==> src/rtl/particle_stream_ingest.sv <==
// Particle-word ingress: a framed host stream is dealt round-robin into per-lane
// FIFOs with registered heads, with frame counting and sticky drop/stray flags.
module particle_stream_ingest #(
  parameter int DATA_WIDTH   = 128,
  parameter int NUM_CHANNELS = 2,
  parameter int FIFO_DEPTH   = 16,
  parameter int NUM_WORDS    = 2048,
  parameter int CNT_W        = $clog2(NUM_WORDS + 1)
) (
  input  logic                               clk,
  input  logic                               rst,
  input  logic                               start,
  input  logic [DATA_WIDTH-1:0]              user_buffer_data,
  input  logic                               user_data_available,
  output logic [NUM_CHANNELS*DATA_WIDTH-1:0] out_data,
  output logic [NUM_CHANNELS-1:0]            out_valid,
  input  logic [NUM_CHANNELS-1:0]            out_ready,
  output logic [CNT_W-1:0]                   word_count,
  output logic                               busy,
  output logic                               done,
  output logic                               overflow,
  output logic                               extra_data
);
  localparam int PTR_W = (NUM_CHANNELS > 1) ? $clog2(NUM_CHANNELS) : 1;
  localparam int AW    = $clog2(FIFO_DEPTH);

  typedef enum logic [1:0] {IDLE, LOAD, DRAIN, DONE} state_t;
  state_t state, state_next;

  logic [PTR_W-1:0]        lane_ptr;
  logic [NUM_CHANNELS-1:0] lane_full;
  logic [NUM_CHANNELS-1:0] lane_empty;
  logic                    accept;
  logic                    arm;
  logic                    last_word;

  assign arm       = start && ((state == IDLE) || (state == DONE));
  assign accept    = (state == LOAD) && user_data_available;
  assign last_word = (word_count == CNT_W'(NUM_WORDS - 1));

  always_ff @(posedge clk or negedge rst) begin
    if (!rst) state <= IDLE;
    else      state <= state_next;
  end

  always_comb begin
    state_next = state;
    case (state)
      IDLE:    if (start) state_next = LOAD;
      LOAD:    if (accept && last_word) state_next = DRAIN;
      DRAIN:   if (&lane_empty) state_next = DONE;
      DONE:    if (start) state_next = LOAD;
      default: state_next = IDLE;
    endcase
  end

  always_comb begin
    busy = (state == LOAD) || (state == DRAIN);
    done = (state == DONE);
  end

  // Dropped words still advance the pointer so word k always maps to lane k mod N.
  always_ff @(posedge clk or negedge rst) begin
    if (!rst) begin
      lane_ptr   <= '0;
      word_count <= '0;
      overflow   <= 1'b0;
      extra_data <= 1'b0;
    end else if (arm) begin
      lane_ptr   <= '0;
      word_count <= '0;
      overflow   <= 1'b0;
      extra_data <= user_data_available;
    end else begin
      if (user_data_available && (state != LOAD)) extra_data <= 1'b1;
      if (accept) begin
        lane_ptr   <= (lane_ptr == PTR_W'(NUM_CHANNELS - 1)) ? '0 : lane_ptr + PTR_W'(1);
        word_count <= word_count + CNT_W'(1);
        if (lane_full[lane_ptr]) overflow <= 1'b1;
      end
    end
  end

  for (genvar c = 0; c < NUM_CHANNELS; c++) begin : g_lane
    logic [DATA_WIDTH-1:0] mem [FIFO_DEPTH];
    logic [AW:0]           wr_ptr;
    logic [AW:0]           rd_ptr;
    logic [AW:0]           mem_count;
    logic [AW:0]           occupancy;
    logic [DATA_WIDTH-1:0] head_data;
    logic                  head_valid;
    logic                  push;
    logic                  pop;
    logic                  mem_empty;
    logic                  head_load;

    // The head register counts toward capacity, so a lane holds FIFO_DEPTH words in total.
    assign mem_count     = wr_ptr - rd_ptr;
    assign mem_empty     = (wr_ptr == rd_ptr);
    assign occupancy     = mem_count + {{AW{1'b0}}, head_valid};
    assign lane_full[c]  = (occupancy == (AW+1)'(FIFO_DEPTH));
    assign lane_empty[c] = mem_empty && !head_valid;
    assign push          = accept && (lane_ptr == PTR_W'(c)) && !lane_full[c];
    assign pop           = head_valid && out_ready[c];
    assign head_load     = !mem_empty && (!head_valid || pop);

    always_ff @(posedge clk) begin
      if (push) mem[wr_ptr[AW-1:0]] <= user_buffer_data;
    end

    // Stage boundary: storage array -> registered lane head.
    always_ff @(posedge clk or negedge rst) begin
      if (!rst) begin
        wr_ptr     <= '0;
        rd_ptr     <= '0;
        head_valid <= 1'b0;
        head_data  <= '0;
      end else begin
        if (push) wr_ptr <= wr_ptr + (AW+1)'(1);
        if (head_load) begin
          rd_ptr     <= rd_ptr + (AW+1)'(1);
          head_data  <= mem[rd_ptr[AW-1:0]];
          head_valid <= 1'b1;
        end else if (pop) begin
          head_valid <= 1'b0;
        end
      end
    end

    assign out_data[c*DATA_WIDTH +: DATA_WIDTH] = head_data;
    assign out_valid[c]                         = head_valid;
  end

endmodule
==> config.mk <==
export PLATFORM = sky130hd
export DESIGN_NAME = particle_stream_ingest
export DESIGN_NICKNAME = d
export VERILOG_FILES = /design/src/rtl/particle_stream_ingest.sv
export SDC_FILE = /design/constraint.sdc
export NUM_CORES = 2
export LEC_CHECK = 0
export BUFFER_PORTS_ARGS = -buffer_cell sky130_fd_sc_hd__buf_4
export CELL_PAD_IN_SITES_DETAIL_PLACEMENT = 0
export CELL_PAD_IN_SITES_GLOBAL_PLACEMENT = 2
export CORE_MARGIN = 1.5
export CORE_UTILIZATION = 45
export DETAILED_ROUTE_END_ITERATION = 8
export GPL_TIMING_DRIVEN = 1
export PLACE_DENSITY_LB_ADDON = 0.1
export SLEW_MARGIN = 20
export SYNTH_ARGS = -nofsm -noshare
export SYNTH_HDL_FRONTEND = slang
export SYNTH_SLANG_ARGS = --single-unit
==> constraint.sdc <==
create_clock -name clk -period 21.5 [get_ports clk]
set_input_delay 0 -clock clk [delete_from_list [all_inputs] [get_ports clk]]
set_output_delay 0 -clock clk [all_outputs]
set_load 0.02 [all_outputs]
==> metrics <==
status complete, no violations; CTS Sinks between 4k and 5k; Tcrit/Tclk final about a third; Clock Pin Slew Worst Setup and Hold Paths approximately 0.06 ns; Worst Skew approximately 0.037 ns; PortBufs 407; vias post-DR between 70k and 80k; worst hold start user_buffer_data[10]; power after layout approximately 0.025 W; Max FO, Critical Path 44; Wirelength per Cell ~32 um; largest net degree at the start of global routing 123; fin cells roughly 13k; Finish-stage setup viols 0; Antenna Nets Post-Route 0; reg-to-reg critical path startpoint g_lane[1].rd_ptr[0]; Post-Synth Simple-Gate Area approximately 1.9%; Critical Path Most Common Cell buf_4; Slew @ Worst Pin roughly 1.2 ns; commonest non-fill, non-tap cell in the layout edfxtp_1; Async SR Flop Fraction about 6.7%; Arr. time, crit path approximately 8.1 ns; Worst Setup Slack post-DPL 13.93 ns; Worst Slack Setup Final approximately 14 ns; combinational family with the most area after synthesis multiplexers; first-pass GRT wire length 606000 um; Slew HR about a fifth; Area growth syn-to-layout 16.92%; gpl congestion between 0.7 and 0.8; initial drt markers 7261; post-route DRC violation count 0; EDFF count, synth between 4k and 5k; worst min path class in2reg; Power Density ~130 nW/um2; antenna violations before repair 21; detailed placer's ending HPWL 229300 um; final WL ~420000 um; num rows approximately 220; Tmin final 7.260 ns; Worst Path Required between 20 and 25 ns; Synth Area in Compound Gates 0.4601%; commonest non-fill, non-tap cells in the layout 4096 x edfxtp_1, 1221 x mux4_2, 571 x buf_4; final hold vios 0; CTS tree done; Max Fclk between 0.1 and 0.15 GHz; number of distinct library cells after synthesis 47; Die H 609.7 um; Die Width about 600 um; syn avg cell area around 23 um2; Syn. warnings 0; H-tree depth 5; Net Count, Synth 7251; clk buf depth 4; Skew-Pair Late Insertion Delay between 0.9 and 1 ns; Final Max Tran Viols 0; Largest delay share family, worst path buffers and inverters; DR vias/cell 5.807; final net count about 8.3k; core area approximately 370000 um2; Post-Place Cells between 10k and 15k; Seq/Total Area, Yosys about 79%; CP startpoint g_lane[1].rd_ptr[0]; endpoint class of the critical path flip-flop; Synth Area in XOR/XNOR less than 1%; vias in the first global route slightly above 80k; Hold WS about 0.052 ns; setup TNS 0 ns; Leak Pwr about 63 nW; RSZ-0062 raised after global routing false; master of the slowest instance on the critical path buf_4; Starting Density roughly 45%; slowest cell delay on critical path between 0.7 and 0.8 ns; Pre-Repair DR Iteration Count 7; Root Buffer clkbuf_16; hold path depth 2; CTS Buf Count ~460; die area around 370000 um2; CP Launch Type flip-flop; Post-synth top flop edfxtp_1; IR drop worst, VDD 136.1 uV; mux share of post-synthesis cell area approximately 17%; CP Cell Sequence buf_4, buf_4, buf_4, buf_4, buf_4, buf_4, buf_4, mux4_2, mux4_2, mux2_2; share of cells above drive strength 1 approximately 32%; MaxCap Viol Count 0; register bit count reported by yosys approximately 4.4k; IO Pins between 400 and 500; post-synthesis adder-cell area fraction less than 1%; reg2reg path depth 10; post-CTS resize count 0; Tot GR Track Use 22.87%; Syn Std Cell Area around 170000 um2; CP Class reg2reg; worst path bufs/invs 7; instance count on the critical path 10; total grt overflow 0; Post-Synthesis Cells 7084
-- worst reg2reg max path: stages (launching register included) --
cell and delay (ns):
dfrtp_4 0.72, buf_4 0.78, buf_4 0.76, buf_4 0.76, buf_4 0.70, buf_4 0.75, buf_4 0.73, buf_4 0.60
mux4_2 0.59, mux4_2 0.48, mux2_2 0.27
-- layout make-up --
cell class	count	area, um2
diodes	9	22.52
fillers	28336	172500
multi-input cells	2306	33760
well taps	4816	6026
repair buffers	901	7999
clock inverters	239	2499
flip-flops and latches	4391	130400
inverters	24	120.1
clock buffers	623	12800
-- state kept, by name (all words and copies together) (netlist names) --
register,flops
overflow,1
extra_data,1
g_lane.head_valid,2
g_lane.mem,4096
g_lane.wr_ptr,10
word_count,12
state,2
g_lane.head_data,256
lane_ptr,1
g_lane.rd_ptr,10
-- repair_timing --
item | 4_1_cts | 5_1_grt
hold endpoints to repair | 4348 | 0
buffers inserted | 0 | 0
hold buffers | 318 | 0
-- synthesized netlist by cell type (all sizes together) (6+ instances only) --
cell type | count | area share [%]
o21ai | 125 | 0.38
and3 | 24 | 0.091
inv | 23 | 0.052
nand2 | 405 | 0.92
nand3 | 73 | 0.22
mux4 | 1221 | 17
mux2 | 130 | 0.88
xor2 | 16 | 0.085
xnor2 | 19 | 0.10
nor3 | 6 | 0.018
nand4 | 6 | 0.023
edfxtp | 4096 | 74
a21oi | 8 | 0.024
dfrtp | 295 | 4.5
nor2b | 7 | 0.026
ha | 31 | 0.23
clkbuf | 193 | 0.44
buf | 170 | 0.52
nor2 | 198 | 0.45
-- where the power goes --
part	total (W)	switching (W)	internal [W]
clock network	0.00800	0.00327	0.00473
logic	0.00661	0.00348	0.00313
registers	0.0103	0.000459	0.00981
-- through the flow --
| step | utilization, % | cell area (um2) |
|---|---|---|
| after floorplan | - | 165600 |
| after global placement | 47.75 | 174800 |
| after detailed placement | 47.75 | 174800 |
| after CTS | 52.92 | 193800 |
| after global routing | 52.89 | 193600 |
| final | 52.89 | 193600 |
-- logic make-up after synthesis --
group                      Yosys count
DFF                               4391
muxes                             1352
and+or+nand+nor                    742
buffers and inverters              387
AOI/OAI and AO/OA                  143
xor gates and xnor gates            36
adders and majority gates           33
-- layer usage --
metal | up-vias | GRT usage, % | wire (um) | share of wire, %
li1 | 31781 | - | - | -
met4 | 8 | 6.035 | 11430 | 2.7
met3 | 577 | 2.973 | 20100 | 4.7
met2 | 2034 | 38.05 | 212400 | 50
met5 | - | 0 | 50 | 0.012
met1 | 42879 | 32.15 | 180800 | 43
-- worst paths after layout --
check | end | slack, ns
setup / recovery | g_lane[1].head_data[42] | 14.24
max in group asynchronous | g_lane[0].head_data[49] | 18.37
setup reg to reg | g_lane[1].head_data[42] | 14.24
hold / removal | g_lane[1].mem[13][10] | 0.05
min in group asynchronous | g_lane[1].head_data[102] | 0.30
hold reg to reg | g_lane[0].head_data[19] | 0.49
(Power assumes the default switching activity.)
